===== config.mk =====
export PLATFORM = sky130hd
export DESIGN_NAME = voice_allocator_flat
export DESIGN_NICKNAME = d
export VERILOG_FILES = /design/src/rtl/synth_pkg.sv /design/src/rtl/voice_allocator_if.sv /design/src/rtl/voice_select.sv /design/src/rtl/voice_allocator.sv /design/src/flat_wrapper.sv
export SDC_FILE = /design/constraint.sdc
export NUM_CORES = 1
export LEC_CHECK = 0
export BUFFER_PORTS_ARGS = -buffer_cell sky130_fd_sc_hd__clkbuf_2
export CORE_ASPECT_RATIO = 0.7
export CORE_MARGIN = 10
export CORE_UTILIZATION = 45
export CTS_CLUSTER_SIZE = 28
export DETAILED_ROUTE_END_ITERATION = 12
export PLACE_DENSITY = 0.66
export SLEW_MARGIN = 15
export SYNTH_ARGS = -nofsm -noshare
export SYNTH_HDL_FRONTEND = slang
export SYNTH_HIERARCHICAL = 1
export SYNTH_SLANG_ARGS = --single-unit
export TNS_END_PERCENT = 50

===== constraint.sdc =====
create_clock -name clk -period 6 [get_ports clk]
set_input_delay 1.8 -clock clk [delete_from_list [all_inputs] [get_ports clk]]
set_output_delay 1.8 -clock clk [all_outputs]
set_load 0.005 [all_outputs]

===== src/rtl/synth_pkg.sv =====
// Shared synth definitions: key/frequency widths, allocator FSM states and key-index helper.
package synth_pkg;

  localparam int unsigned NOTES_PER_OCTAVE = 12;
  localparam int unsigned FREQ_W           = 21;
  localparam int unsigned KEY_IDX_W        = 7;

  typedef enum logic [2:0] {
    IDLE    = 3'd0,
    LOOKUP  = 3'd1,
    WRITE   = 3'd2,
    RELEASE = 3'd3,
    REJECT  = 3'd4
  } state_e;

  // octave*12 + note; the 7-bit result cannot overflow for octave<=7, note<=15
  function automatic logic [KEY_IDX_W-1:0] key_index(input logic [2:0] octave,
                                                     input logic [3:0] note);
    return KEY_IDX_W'(octave) * KEY_IDX_W'(NOTES_PER_OCTAVE) + KEY_IDX_W'(note);
  endfunction

endpackage


===== src/rtl/voice_allocator_if.sv =====
// Key-event handshake, frequency-table port and oscillator-bank outputs of the voice allocator.
interface voice_allocator_if #(
  parameter int unsigned NUM_VOICES = 4,
  parameter int unsigned FREQ_W     = 21
);
  import synth_pkg::*;

  logic                         ev_valid;
  logic                         ev_ready;
  logic                         ev_on;
  logic [3:0]                   ev_note;
  logic [2:0]                   ev_octave;
  logic [KEY_IDX_W-1:0]         lut_index;
  logic [FREQ_W-1:0]            lut_freq;
  logic [NUM_VOICES*FREQ_W-1:0] voice_freq;
  logic [NUM_VOICES-1:0]        voice_gate;
  logic [NUM_VOICES-1:0]        voice_load;
  logic                         drop;

  modport master (
    output ev_valid, ev_on, ev_note, ev_octave, lut_freq,
    input  ev_ready, lut_index, voice_freq, voice_gate, voice_load, drop
  );

  modport slave (
    input  ev_valid, ev_on, ev_note, ev_octave, lut_freq,
    output ev_ready, lut_index, voice_freq, voice_gate, voice_load, drop
  );

endinterface


===== src/rtl/voice_select.sv =====
// Combinational target-voice search: retrigger match, else lowest free voice, else oldest voice.
module voice_select
  import synth_pkg::*;
#(
  parameter  int unsigned NUM_VOICES = 4,
  parameter  int unsigned AGE_W      = 8,
  localparam int unsigned IDX_W      = $clog2(NUM_VOICES)
) (
  input  logic [NUM_VOICES-1:0]                gate,
  input  logic [NUM_VOICES-1:0][KEY_IDX_W-1:0] keys,
  input  logic [NUM_VOICES-1:0][AGE_W-1:0]     ages,
  input  logic [KEY_IDX_W-1:0]                 key,
  output logic [IDX_W-1:0]                     target_c
);

  logic             match_hit;
  logic             free_hit;
  logic [IDX_W-1:0] match_idx;
  logic [IDX_W-1:0] free_idx;
  logic [IDX_W-1:0] old_idx;
  logic [AGE_W-1:0] old_age;

  // Ascending scans with first-hit flags give lowest-index priority; strict '>' keeps age ties low
  always_comb begin
    match_hit = 1'b0;
    free_hit  = 1'b0;
    match_idx = '0;
    free_idx  = '0;
    old_idx   = '0;
    old_age   = ages[0];
    for (int unsigned v = 0; v < NUM_VOICES; v++) begin
      if (gate[v] && (keys[v] == key) && !match_hit) begin
        match_hit = 1'b1;
        match_idx = IDX_W'(v);
      end
      if (!gate[v] && !free_hit) begin
        free_hit = 1'b1;
        free_idx = IDX_W'(v);
      end
      if (ages[v] > old_age) begin
        old_age = ages[v];
        old_idx = IDX_W'(v);
      end
    end
    if (match_hit) begin
      target_c = match_idx;
    end else if (free_hit) begin
      target_c = free_idx;
    end else begin
      target_c = old_idx;
    end
  end

endmodule


===== src/rtl/voice_allocator.sv =====
// Polyphonic voice allocator: accepts key events, sequences the shared frequency table, drives voice registers.
module voice_allocator #(
  parameter int unsigned NUM_VOICES = 4,
  parameter int unsigned FREQ_W     = 21,
  parameter int unsigned AGE_W      = 8
) (
  input  logic             clk,
  input  logic             reset,
  voice_allocator_if.slave bus
);
  import synth_pkg::*;

  localparam int unsigned      IDX_W   = $clog2(NUM_VOICES);
  localparam logic [AGE_W-1:0] AGE_MAX = '1;

  state_e                                state, state_nxt;
  logic                                  ev_ready_q;
  logic                                  drop_q, drop_nxt;
  logic [KEY_IDX_W-1:0]                  key_q, key_nxt;
  logic [KEY_IDX_W-1:0]                  lut_index_q, lut_index_nxt;
  logic [NUM_VOICES-1:0][FREQ_W-1:0]     freq_q, freq_nxt;
  logic [NUM_VOICES-1:0]                 gate_q, gate_nxt;
  logic [NUM_VOICES-1:0]                 load_q, load_nxt;
  logic [NUM_VOICES-1:0][KEY_IDX_W-1:0]  keys_q, keys_nxt;
  logic [NUM_VOICES-1:0][AGE_W-1:0]      ages_q, ages_nxt;
  logic [IDX_W-1:0]                      target_c;
  logic                                  accept_c;
  logic [KEY_IDX_W-1:0]                  key_in_c;

  assign accept_c = bus.ev_valid & ev_ready_q;
  assign key_in_c = key_index(bus.ev_octave, bus.ev_note);

  voice_select #(
    .NUM_VOICES (NUM_VOICES),
    .AGE_W      (AGE_W)
  ) u_voice_select (
    .gate     (gate_q),
    .keys     (keys_q),
    .ages     (ages_q),
    .key      (key_q),
    .target_c (target_c)
  );

  always_ff @(posedge clk) begin
    if (reset) begin
      state       <= IDLE;
      ev_ready_q  <= 1'b1;
      drop_q      <= 1'b0;
      key_q       <= '0;
      lut_index_q <= '0;
      freq_q      <= '0;
      gate_q      <= '0;
      load_q      <= '0;
      keys_q      <= '0;
      ages_q      <= '0;
    end else begin
      state       <= state_nxt;
      ev_ready_q  <= (state_nxt == IDLE);
      drop_q      <= drop_nxt;
      key_q       <= key_nxt;
      lut_index_q <= lut_index_nxt;
      freq_q      <= freq_nxt;
      gate_q      <= gate_nxt;
      load_q      <= load_nxt;
      keys_q      <= keys_nxt;
      ages_q      <= ages_nxt;
    end
  end

  // Next state and next register values; load and drop default low so they pulse for one cycle
  always_comb begin
    state_nxt     = state;
    drop_nxt      = 1'b0;
    key_nxt       = key_q;
    lut_index_nxt = lut_index_q;
    freq_nxt      = freq_q;
    gate_nxt      = gate_q;
    load_nxt      = '0;
    keys_nxt      = keys_q;
    ages_nxt      = ages_q;
    case (state)
      IDLE: begin
        if (accept_c) begin
          key_nxt = key_in_c;
          if (bus.ev_note > 4'(NOTES_PER_OCTAVE - 1)) begin
            state_nxt = REJECT;
            drop_nxt  = 1'b1;
          end else if (bus.ev_on) begin
            state_nxt     = LOOKUP;
            lut_index_nxt = key_in_c;
          end else begin
            state_nxt = RELEASE;
          end
        end
      end
      LOOKUP: state_nxt = WRITE;
      WRITE: begin
        state_nxt = IDLE;
        for (int unsigned v = 0; v < NUM_VOICES; v++) begin
          if (IDX_W'(v) == target_c) begin
            freq_nxt[v] = bus.lut_freq;
            gate_nxt[v] = 1'b1;
            ages_nxt[v] = '0;
            keys_nxt[v] = key_q;
            load_nxt[v] = 1'b1;
          end else if (gate_q[v] && (ages_q[v] != AGE_MAX)) begin
            ages_nxt[v] = ages_q[v] + AGE_W'(1);
          end
        end
      end
      RELEASE: begin
        state_nxt = IDLE;
        for (int unsigned v = 0; v < NUM_VOICES; v++) begin
          if (gate_q[v] && (keys_q[v] == key_q)) begin
            gate_nxt[v] = 1'b0;
          end
        end
      end
      REJECT:  state_nxt = IDLE;
      default: state_nxt = IDLE;
    endcase
  end

  assign bus.ev_ready   = ev_ready_q;
  assign bus.drop       = drop_q;
  assign bus.lut_index  = lut_index_q;
  assign bus.voice_freq = freq_q;
  assign bus.voice_gate = gate_q;
  assign bus.voice_load = load_q;

endmodule


===== src/flat_wrapper.sv =====
// flat-port wrapper written by rule: the top's interface ports become plain ports
module voice_allocator_flat import synth_pkg::*;
#(
  parameter int unsigned NUM_VOICES = 4,
  parameter int unsigned FREQ_W     = 21,
  parameter int unsigned AGE_W      = 8
)
  (clk, reset, bus_ev_valid, bus_ev_on, bus_ev_note, bus_ev_octave, bus_lut_freq, bus_ev_ready, bus_lut_index, bus_voice_freq, bus_voice_gate, bus_voice_load, bus_drop);
  voice_allocator_if #(.NUM_VOICES(NUM_VOICES), .FREQ_W(FREQ_W)) bus_i ();
  input  logic clk;
  input  logic reset;
  input wire logic [$bits(bus_i.ev_valid)-1:0] bus_ev_valid;
  input wire logic [$bits(bus_i.ev_on)-1:0] bus_ev_on;
  input wire logic [$bits(bus_i.ev_note)-1:0] bus_ev_note;
  input wire logic [$bits(bus_i.ev_octave)-1:0] bus_ev_octave;
  input wire logic [$bits(bus_i.lut_freq)-1:0] bus_lut_freq;
  output wire logic [$bits(bus_i.ev_ready)-1:0] bus_ev_ready;
  output wire logic [$bits(bus_i.lut_index)-1:0] bus_lut_index;
  output wire logic [$bits(bus_i.voice_freq)-1:0] bus_voice_freq;
  output wire logic [$bits(bus_i.voice_gate)-1:0] bus_voice_gate;
  output wire logic [$bits(bus_i.voice_load)-1:0] bus_voice_load;
  output wire logic [$bits(bus_i.drop)-1:0] bus_drop;
  assign bus_i.ev_valid = bus_ev_valid;
  assign bus_i.ev_on = bus_ev_on;
  assign bus_i.ev_note = bus_ev_note;
  assign bus_i.ev_octave = bus_ev_octave;
  assign bus_i.lut_freq = bus_lut_freq;
  assign bus_ev_ready = bus_i.ev_ready;
  assign bus_lut_index = bus_i.lut_index;
  assign bus_voice_freq = bus_i.voice_freq;
  assign bus_voice_gate = bus_i.voice_gate;
  assign bus_voice_load = bus_i.voice_load;
  assign bus_drop = bus_i.drop;
  voice_allocator #(.NUM_VOICES(NUM_VOICES), .FREQ_W(FREQ_W), .AGE_W(AGE_W)) u_core (.clk(clk), .reset(reset), .bus(bus_i));
endmodule

## Yosys cells after proc, flatten, opt, wreduce, memory -nomap -nowiden

Index checks and enable logic that the tools add are counted.

| storage, ports and cells | value |
|---|---|
| register bits after elaboration | 171 |
| latch bits | 0 |
| RAM bits | 0 |
| bits in read-only memories | 0 |
| input port bits | 32 |
| output and inout port bits | 101 |
| memories | 0 |

| operators by class | value |
|---|---|
| $add $sub $neg | 5 |
| $mul | 1 |
| divide/modulo/power cells | 0 |
| $lt $le $gt $ge | 4 |
| eq/ne operators | 22 |
| shifts and indexed selects | 0 |
| multiplexer cells | 47 |
| bitwise operators | 5 |
| reduce and logical (&&, ||, !) cells | 46 |

Operators by type and width:

| operator | number |
|---|---|
| 8-bit two-way mux | 10 |
| 8-bit by 1-bit adder with 8-bit output (second input constant) | 4 |
| 8-bit != test (second input constant) | 4 |
| 7-bit == test | 4 |
| 8-bit greater-than comparator | 3 |
| 1-bit two-way mux | 24 |
| 2-bit two-way mux | 9 |
| 2-bit AND reduction | 9 |
| 2-bit by 1-bit != test with 1-bit output (second input constant) | 8 |
| 1-bit logical AND | 14 |
| 3-bit AND reduction | 4 |
| 2-bit nonzero test | 5 |
| 1-bit zero test | 8 |
| 4-bit case mux with 2 select lines | 1 |
| 7-bit by 4-bit adder with 7-bit output | 1 |
| 3-bit by 2-bit == test with 1-bit output (second input constant) | 2 |
| 3-bit zero test | 2 |
| 3-bit two-way mux | 2 |
| 3-bit case mux with 2 select lines | 1 |
| 3-bit by 2-bit multiplier with 5-bit output (second input constant) | 1 |
| 2-bit == test (first input constant) | 2 |
| 4-bit greater-than comparator (second input constant) | 1 |
| 1-bit NOT | 4 |
| 4-bit AND reduction | 1 |
| 6 further kinds | 6 |

## Longest topological paths before layout

Gate-level depths: netlist of the first run.

| logic depth | value |
|---|---|
| word-level depth | 16 |
| depth in mapped cells | 29 |
| depth with buffers taken out | 25 |

## Modules after synthesis

Netlist of the first run, hierarchy kept.

By module, submodules not included:

| module | times used | cells an instance | area each (um^2) |
|---|---|---|---|
| voice_allocator | 1 | 833 | 6926.6 |
| voice_select | 1 | 147 | 1146.1 |

## Worst setup path before layout of the first run

No wires, ideal clock.

| path | value |
|---|---|
| path kind | reg2reg |
| start point | reg u_core/ages_q[1] (netlist name) |
| end point | reg u_core.freq_q, in the netlist u_core/bus.voice_freq[22] |
| library setup time | 0.070 ns |
| arrival | 5.135 ns |
| required time | 5.930 ns |
| slack | 0.794 ns |
| cell stages (with the launch flop) | 27 |
| buffers on the path | 3 |
| clock period less this slack | 5.206 ns |
| path through | dfxtp_1 > inv_1 > ha_1 > nor2b_4 > o211ai_2 > a21oi_1 > o21ai_0 > mux2i_1 > ha_1 > nor2b_1 > o211ai_1 > a21oi_1 > o22ai_2 > buf_2 > nor2_1 > a21o_1 > ha_1 > nand4_1 > or3_1 > a221oi_1 > o21ai_0 > nor2b_1 > nand2_1 > clkbuf_1 > clkbuf_1 > nand2_1 > a21oi_1 |

| on the way | value |
|---|---|
| word-level cells in the longest chain between the ends | 10 |

RTL lines:

| element | line | source |
|---|---|---|
| start, declared | voice_allocator.sv:25 | `logic [NUM_VOICES-1:0][AGE_W-1:0] ages_q, ages_nxt;` |
| start signal, assigned | voice_allocator.sv:66 | `ages_q <= ages_nxt;` |
| 8-bit greater-than comparator | voice_select.sv:40 | `if (ages[v] > old_age) begin` |
| 8-bit two-way mux | voice_select.sv:40 |  |
| 8-bit greater-than comparator | voice_select.sv:40 |  |
| 8-bit two-way mux | voice_select.sv:40 |  |
| 8-bit greater-than comparator | voice_select.sv:40 |  |
| 2-bit two-way mux (*) | voice_select.sv:40 |  |
| 2-bit two-way mux (*) | voice_select.sv:47 | `end else if (free_hit) begin` |
| 2-bit two-way mux (*) | voice_select.sv:45 | `if (match_hit) begin` |
| net u_core.target_c[0] | voice_allocator.sv:26 | `logic [IDX_W-1:0] target_c;` |
| 1-bit by 2-bit == test with 1-bit output (*) | voice_allocator.sv:100 | `if (IDX_W'(v) == target_c) begin` |
| 2-bit AND reduction (no source line) (*) | -- |  |
| end signal, assigned | voice_allocator.sv:62 | `freq_q <= freq_nxt;` |
| end, declared | voice_allocator.sv:21 | `logic [NUM_VOICES-1:0][FREQ_W-1:0] freq_q, freq_nxt;` |

The timed path passes the listed nets; every way through them passes the cells marked *.
A chain may end at the register's enable or synchronous reset.

## Worst setup path in the final report of the first run

| path | value |
|---|---|
| start point | reg u_core/ages_q[7] (netlist name) |
| end point | reg u_core.gate_q[1], in the netlist u_core/bus.voice_gate[1] |

| on the way | value |
|---|---|
| word-level cells in the longest chain between the ends | 11 |

RTL lines:

| element | line | source |
|---|---|---|
| 8-bit greater-than comparator | voice_select.sv:40 |  |
| 8-bit two-way mux (*) | voice_select.sv:40 |  |
| 8-bit greater-than comparator | voice_select.sv:40 |  |
| 8-bit two-way mux | voice_select.sv:40 |  |
| 8-bit greater-than comparator | voice_select.sv:40 |  |
| 2-bit two-way mux (*) | voice_select.sv:40 |  |
| 2-bit two-way mux (*) | voice_select.sv:47 |  |
| 2-bit two-way mux (*) | voice_select.sv:45 |  |
| net u_core.target_c[1] | voice_allocator.sv:26 |  |
| 1-bit by 2-bit == test with 1-bit output (*) | voice_allocator.sv:100 |  |
| 2-bit by 1-bit != test with 1-bit output (no source line) (*) | -- |  |
| 3-bit AND reduction (no source line) (*) | -- |  |
| end signal, assigned | voice_allocator.sv:63 | `gate_q <= gate_nxt;` |
| end, declared | voice_allocator.sv:22 | `logic [NUM_VOICES-1:0] gate_q, gate_nxt;` |

Marked as above.

==> results of run 1 <==
flip-flops by register name, indices dropped and copies added (netlist names):
register and count:
u_core/bus.voice_freq 84, u_core/bus.drop 1, u_core/keys_q 28, u_core/bus.voice_gate 4, u_core/bus.voice_load 4, u_core/bus.lut_index 7, u_core/bus.ev_ready 1, u_core/ages_q 32
u_core/state 3, u_core/key_q 7
cell usage in the layout (no fill, tap or decap), types with 5 or more instances in the layout:
cell / instances
or3_1: 8
a211oi_1: 6
xnor2_1: 45
and3_1: 15
nor2_1: 42
a2111oi_0: 5
ha_1: 33
buf_4: 15
nor3_1: 10
nor4_1: 12
mux2i_1: 19
a211o_1: 12
o21ai_0: 5
xor2_1: 15
nand3_1: 22
a21o_1: 9
and4_1: 5
nand4_1: 21
dfxtp_1: 171
a21oi_1: 130
clkbuf_16: 17
o211ai_1: 5
clkbuf_2: 131
a31oi_1: 7
nand2_1: 243
inv_1: 22
repair_timing:
action	CTS	global route
setup buffers	0	1
resized for setup	0	9
endpoints found under the setup margin	0	130
critical path: cells and delay by family, from the launching register on:
family                     cells  cell delay, ps
and+or+nand+nor                7            1010
AOI/OAI and AO/OA             11            2230
buffers and inverters          3             600
DFF                            1             420
muxes                          1             290
adders and majority gates      3             920
layout make-up:
type	count	area, um2
clock inverters	11	158
well taps	231	289
fillers	1627	7780
flip-flops and latches	171	3420
inverters	23	86.3
multi-input cells	731	4350
clock buffers	21	460
repair buffers	150	822
logic make-up (layout without fill, tap and decap cells):
group | count (synthesis) | count (layout) | share of synthesized area [%]
flops | 171 | 171 | 42.4
xor+xnor | 60 | 60 | 6.51
buf+inv | 78 | 205 | 3.97
fa+ha+maj | 35 | 35 | 5.61
mux | 21 | 21 | 2.73
compound gates | 209 | 209 | 16.0
simple gates | 406 | 406 | 22.8
stage by stage:
stage	power, mW	instance area (um2)
floorplan	1.41	8070
global route	2.73	9580
CTS	2.64	9560
detailed placement	1.49	8940
global placement	1.49	8940
finish	2.63	9580
final timing paths:
| check | start | end | slack, ps |
|---|---|---|---|
| setup / recovery | u_core/ages_q[7]$_SDFFE_PP0P_ | u_core/bus.voice_gate[1]$_SDFFE_PP0P_ | 430 |
| hold / removal | u_core/bus.voice_freq[49]$_SDFFE_PP0P_ | u_core/bus.voice_freq[49]$_SDFFE_PP0P_ | 450 |
| setup reg to reg | u_core/ages_q[7]$_SDFFE_PP0P_ | u_core/bus.voice_gate[1]$_SDFFE_PP0P_ | 430 |
| hold reg to reg | u_core/bus.voice_freq[49]$_SDFFE_PP0P_ | u_core/bus.voice_freq[49]$_SDFFE_PP0P_ | 450 |
routing by layer:
metal	global-route usage, %	up-vias	part of all wire, %
li1	-	3614	-
met1	25.2	3376	49
met2	26.0	226	43
met3	5.07	16	7.9
met4	4.09	0	0.85
met5	0	-	0
power by group through the flow:
stage | combinational [mW] | sequential (mW) | clock (mW)
after floorplan | 0.199 | 1.21 | 0
after global placement | 0.257 | 1.23 | 0
after detailed placement | 0.261 | 1.23 | 0
after CTS | 0.262 | 1.21 | 1.18
after global routing | 0.293 | 1.21 | 1.22
final | 0.263 | 1.21 | 1.16
==> qor_table.md, run 1 <==
| Stage | Metric | Reported |
| --- | --- | --- |
| drt | Mean routed wirelength per cell | 16.5 um |
| clock tree | CTS H-Tree Depth | 4 |
| layout | Share of the core filled with cells in the final layout | 55.2% |
| logic synthesis | Unique cell type count in the Yosys netlist | 66 |
| worst setup path | Library cell contributing the largest single delay on the critical path | dfxtp_1 |
| drt | Overall via count from detail_route | 7232 |
| logic synthesis | Share of async-settable or async-resettable flops after synthesis | 0% |
| worst setup path | Data arrival time of the critical path | 5900 ps |
| job | Number of max-cap violations | 0 |
| worst setup path | Required time worst endpoint | 6330 ps |
| logic synthesis | Yosys reg bits | 171 |
| logic synthesis | Most area-consuming cells after synthesis | dfxtp_1 (42%), nand2_1 (11%), a21oi_1 (8.1%), ha_1 (5.1%), xnor2_1 (4.9%) |
| timing | Tightest Pin Transition | 832 ps |
| timing | Final total negative setup slack | 0 ps |
| worst setup path | CP dominant cell by count | ha_1 |
| global route | Overall overflow remaining after global route | 0 |
| timing | Max-slew headroom | 44.3% |
| clock tree | Deepest clock path buffer count | 2 |
| power | Internal portion of total power | 1.96 mW |
| clock tree | Number of buffers inserted during clock tree synthesis | 17 |
| outcome | Status | complete, no violations |
| logic synthesis | Mean instance size in the synthesized netlist | 8.24 um2 |
| drt | Number of detailed-routing iterations run before antenna repair | 5 |
| drt | Post-detailed-routing wire length | 22.0 mm |
| layout | Post-synthesis to final-layout area growth | 18.7% |
| logic synthesis | Proportion of synthesized chip area in sequential cells | 42.4% |
| placed design | Setup Slack @ Placement | 278 ps |
| placed design | DPL Wire Length | 15.8 mm |
| placed design | Routability congestion estimate from global placement | 0.900 |
| power | Total net switching power | 665 uW |
| worst setup path | Critical path startpoint category | flop |
| timing | Clock tree skew after final layout | 8.24 ps |
| drt | Routed vias/inst | 5.41 |
| global route | Maximum number of pins on one net before global-route repair | 59 |
| global route | Number of global-route vias before repair | 6619 |
| global route | Wire length of the first global-routing pass | 35.6 mm |
| die | Ports placed on the boundary | 133 |
| timing | Final Max Tran Viols | 0 |
| drt | DRC | 0 |
| logic synthesis | Share of Yosys cell area claimed by the top area cell type | 42.4% |
| power | Leak Pwr | 3.85 nW |
| layout | Count of placed standard cells in the final layout, fillers left out | 1338 |
| logic synthesis | Number of flops mapped to enable cells by yosys | 0 |
| die | Initial cell density of the core | 46.5% |
| logic synthesis | Most frequently used cell type in the post-synthesis netlist | nand2_1 |
| power | Logic gate share of total power | 10.0% |
| die | Rows | 40 |
| die | Die Area | 23800 um2 |
| logic synthesis | Synthesized instance count | 980 |
| power | Worst voltage drop across the vdd grid | 0.000188 V |
| drt | Count of nets left with antenna violations after detail routing | 0 |
| placed design | I/O Buffers | 132 |
| worst setup path | Worst r2r path cells | 25 |
| power | Power Density | 274 nW/um2 |
| die | Core region area | 17400 um2 |
| logic synthesis | Most used flip-flop cell after synthesis | dfxtp_1 |
| power | Switching share of total power | 25.3% |
| timing | Period utilization | 92.9% |
| timing | Peak Freq | 0.179 GHz |
| logic synthesis | List of most frequent post-synthesis cells | nand2_1 (244), dfxtp_1 (171), a21oi_1 (130) |
| worst setup path | Crit-path max FO | 17 |
| drt | DRT iter0 DRCs | 747 |
| global route | Antenna violations before repair | 0 |
| worst setup path | Setup CP Type | flop to flop |
| power | Part of the power in registers | 45.9% |
| timing | Minimum period implied by the final worst setup slack | 5570 ps |
| layout | N_diodes | 0 |
| min path | Number of instances on the worst hold path | 2 |
| clock tree | Clock tree from TritonCTS | yes |
| timing | Final setup vio count | 0 |
| timing | Worst hold slack | 453 ps |
| timing | Final Worst Setup Slack | 428 ps |
| timing | Final Hold Viols | 0 |
| die | Die Y-Extent | 132 um |
| logic synthesis | Number of nets produced by synthesis | 1047 |
| power | Clock Power Share | 44.1% |
| clock tree | CTS Root Cell | clkbuf_16 |
| worst setup path | Critical path's largest stage delay | 420 ps |
| logic synthesis | Cell taking the most area after synthesis | dfxtp_1 |
| min path | Path category of the worst min-delay check | flop to flop |
| die | Horizontal die dimension | 180 um |
| logic synthesis | Post-synthesis cell area | 8070 um2 |
| layout | Fraction of final layout cells sized beyond drive strength 1 | 17.8% |
| layout | Total Nets Final | 1161 |
| global route | Overall global routing resource usage | 17.8% |
| timing | Unrepaired setup endpoints after global routing | no |
| worst setup path | Critical path endpoint category | flop |
| clock tree | TritonCTS sink count | 171 |
| placed design | Cell count after placement | 1305 |
| clock tree | Clock network latency to the later pin of the worst-skew pair | 430 ps |
| clock tree | Hold buffer count at cts | 0 |
| logic synthesis | Yosys warning count | 6 |
| clock tree | Clock-pin slew of the registers on the worst-case setup and hold paths | 70 ps |
(Power assumes the default switching activity.)
==> run 2, diff against run 1 <==
--- a/config.mk
+++ b/config.mk
@@ -12,6 +12,7 @@
 export CTS_CLUSTER_SIZE = 28
 export DETAILED_ROUTE_END_ITERATION = 12
 export PLACE_DENSITY = 0.66
+export REMOVE_ABC_BUFFERS = 1
 export SLEW_MARGIN = 15
 export SYNTH_ARGS = -nofsm -noshare
 export SYNTH_HDL_FRONTEND = slang
==> run 2 against run 1 <==
Against the previous run: non-clock buffer count rose by 9; fmax decreased by 1.3%; die area unchanged; global-route usage rose by 0.083 points; design area rose by 0.60%; cell count increased by 0.67%; routed wire length grew 0.28%; clock-buffer cell count fell by 1; first-iteration DRC count fell by 20%; setup slack worse by 74 ps; via count about the same; hold slack gained 0.80 ps; largest power group unchanged; highest routed layer unchanged.
==> qor_table.md, run 2 (same netlist as run 1, synthesis figures left out) <==
| Stage | Metric | Reported |
| --- | --- | --- |
| timing | Peak Freq | 0.177 GHz |
| global route | Wire length of the first global-routing pass | 35.8 mm |
| worst setup path | Library cell contributing the largest single delay on the critical path | dfxtp_1 |
| timing | Period utilization | 94.1% |
| timing | Final total negative setup slack | 0 ps |
| global route | Overall global routing resource usage | 17.9% |
| drt | Overall via count from detail_route | 7227 |
| clock tree | Deepest clock path buffer count | 2 |
| timing | Final Hold Viols | 0 |
| layout | Most frequent standard cell in the layout excluding fill and tap cells | nand2_1 |
| die | Horizontal die dimension | 180 um |
| drt | Post-detailed-routing wire length | 22.1 mm |
| placed design | Routability congestion estimate from global placement | 0.880 |
| die | Die Area | 23800 um2 |
| layout | Share of the core filled with cells in the final layout | 55.5% |
| layout | Post-synthesis to final-layout area growth | 19.4% |
| layout | Count of placed standard cells in the final layout, fillers left out | 1347 |
| timing | Tightest Pin Transition | 718 ps |
| global route | Maximum number of pins on one net before global-route repair | 72 |
| drt | Number of detailed-routing iterations run before antenna repair | 4 |
| timing | Minimum period implied by the final worst setup slack | 5650 ps |
| worst setup path | Crit-path max FO | 9 |
| timing | Clock tree skew after final layout | 12.5 ps |
| worst setup path | Reg2reg setup slack | 350 ps |
| worst setup path | Data arrival time of the critical path | 6020 ps |
| drt | Mean routed wirelength per cell | 16.4 um |
| clock tree | Clock network latency to the later pin of the worst-skew pair | 430 ps |
| drt | Count of nets left with antenna violations after detail routing | 0 |
| timing | Max-slew headroom | 51.9% |
| worst setup path | CP dominant cell by count | ha_1 |
| power | Leak Pwr | 3.88 nW |
| placed design | Cell count after placement | 1311 |
| clock tree | Number of buffers inserted during clock tree synthesis | 17 |
| clock tree | CTS H-Tree Depth | 4 |
| power | Overall power consumption | 2.57 mW |
| die | Die Y-Extent | 132 um |
| drt | DRC | 0 |
| power | Worst voltage drop across the vdd grid | 0.000164 V |
| clock tree | CTS Root Cell | clkbuf_16 |
| die | Rows | 40 |
| worst setup path | Worst flop-to-flop path startpoint | u_core/ages_q[1]$_SDFFE_PP0P_ |
| worst setup path | Worst r2r path cells | 26 |
| die | Initial cell density of the core | 46.5% |
| die | Ports placed on the boundary | 133 |
| job | Number of max-cap violations | 0 |
| clock tree | Clock tree from TritonCTS | yes |
| layout | N_diodes | 0 |
| worst setup path | Required time worst endpoint | 6370 ps |
| min path | Path category of the worst min-delay check | flop to flop |
| drt | Routed vias/inst | 5.37 |
| global route | Number of global-route vias before repair | 6740 |
| worst setup path | Critical path startpoint category | flop |
| worst setup path | End of the critical path | u_core/ages_q[23]$_SDFFE_PP0P_ |
| clock tree | TritonCTS sink count | 171 |
| placed design | I/O Buffers | 132 |
| worst setup path | Logic depth of the worst path, buffers included | 26 |
| power | Power Density | 267 nW/um2 |
| die | Core region area | 17400 um2 |
| worst setup path | Critical path endpoint category | flop |
| worst setup path | Count of buffering cells on the critical path with inverters included | 3 |
| layout | Total Nets Final | 1170 |
| worst setup path | Family with the most delay on the worst path | compound AO/OA/AOI/OAI gates |
| worst setup path | Setup CP Type | flop to flop |
| clock tree | Clock-pin slew of the registers on the worst-case setup and hold paths | 70 ps |
| placed design | DPL Wire Length | 15.6 mm |
| worst setup path | Crit. Startpoint | u_core/ages_q[1]$_SDFFE_PP0P_ |
| global route | Overall overflow remaining after global route | 0 |
| global route | Antenna violations before repair | 0 |
| layout | Commonest cells after routing, fill and taps aside | nand2_1 (244), dfxtp_1 (171), clkbuf_2 (131), a21oi_1 (129), xnor2_1 (45) |
| layout | Fraction of final layout cells sized beyond drive strength 1 | 18.5% |
| timing | Final Max Tran Viols | 0 |
| drt | DRT iter0 DRCs | 596 |
| layout | Layout fillers | 1649 |
| outcome | Status | complete, no violations |
| worst setup path | Endpoint of the most critical register-to-register path | u_core/ages_q[23]$_SDFFE_PP0P_ |
| worst setup path | Critical path's largest stage delay | 420 ps |
| timing | Final setup vio count | 0 |
| layout | Flip-flop count of the largest register after layout | 84 |
run 2: changes by cell type in the layout (fill, tap and decap cells not counted), sizes merged:
cell	change
buf	+9
inv	+2
clkbuf	-1
clkinv	-1
bufinv	-2
clkinvlp	+2
run 2: worst min-delay path by stage:
stage                                            from                                     end  cells after the start
2_1_floorplan   u_core/bus.voice_freq[0]$_SDFFE_PP0P_   u_core/bus.voice_freq[0]$_SDFFE_PP0P_                      2
3_3_place_gp   u_core/bus.voice_freq[73]$_SDFFE_PP0P_  u_core/bus.voice_freq[73]$_SDFFE_PP0P_                      2
3_5_place_dp    u_core/bus.voice_freq[3]$_SDFFE_PP0P_   u_core/bus.voice_freq[3]$_SDFFE_PP0P_                      2
4_1_cts         u_core/bus.voice_freq[3]$_SDFFE_PP0P_   u_core/bus.voice_freq[3]$_SDFFE_PP0P_                      2
5_1_grt        u_core/bus.voice_freq[82]$_SDFFE_PP0P_  u_core/bus.voice_freq[82]$_SDFFE_PP0P_                      2
6_report       u_core/bus.voice_freq[63]$_SDFFE_PP0P_  u_core/bus.voice_freq[63]$_SDFFE_PP0P_                      2
run 2: power by group:
| group | internal, mW | switching (mW) | total, mW |
|---|---|---|---|
| registers | 1.16 | 0.0468 | 1.21 |
| clock network | 0.606 | 0.490 | 1.10 |
| logic | 0.120 | 0.151 | 0.271 |
| total | 1.89 | 0.687 | 2.57 |
run 2: timing repair:
action | in CTS | in global routing
resized for setup | 0 | 9
endpoints found under the setup margin | 0 | 138
buffers inserted | 0 | 4
hold buffers | 0 | 0
run 2: per-stage QoR:
stage / setup slack (ps) / instance area [um2] / hold slack, ps
after global routing: -21.1 / 9640 / 474
final: 353 / 9640 / 454
after global placement: 472 / 9000 / 441
after floorplan: 88.4 / 7840 / 447
after detailed placement: 212 / 9000 / 446
after CTS: 151 / 9580 / 455
run 2: per-layer routing:
layer,global-route usage (%),routed length [um],vias to the layer above
li1,-,-,3633
met1,25.1,10900,3386
met2,26.7,9590,199
met3,4.94,1460,9
met4,3.54,110,0
met5,0,0,-
run 2: final cells by class:
class / count / area, um2 / share of cell area [%]
multi-input cells: 731 / 4360 / 45.2
flip-flops and latches: 171 / 3420 / 35.5
repair buffers: 159 / 902 / 9.36
clock buffers: 20 / 457 / 4.74
well taps: 231 / 289 / 3.00
clock inverters: 12 / 128 / 1.32
inverters: 23 / 86.3 / 0.895
run 2: worst min-delay path, cell delays in order (launching register included):
cell     delay, ps
dfxtp_1        310
nand2_1         50
a21oi_1         50
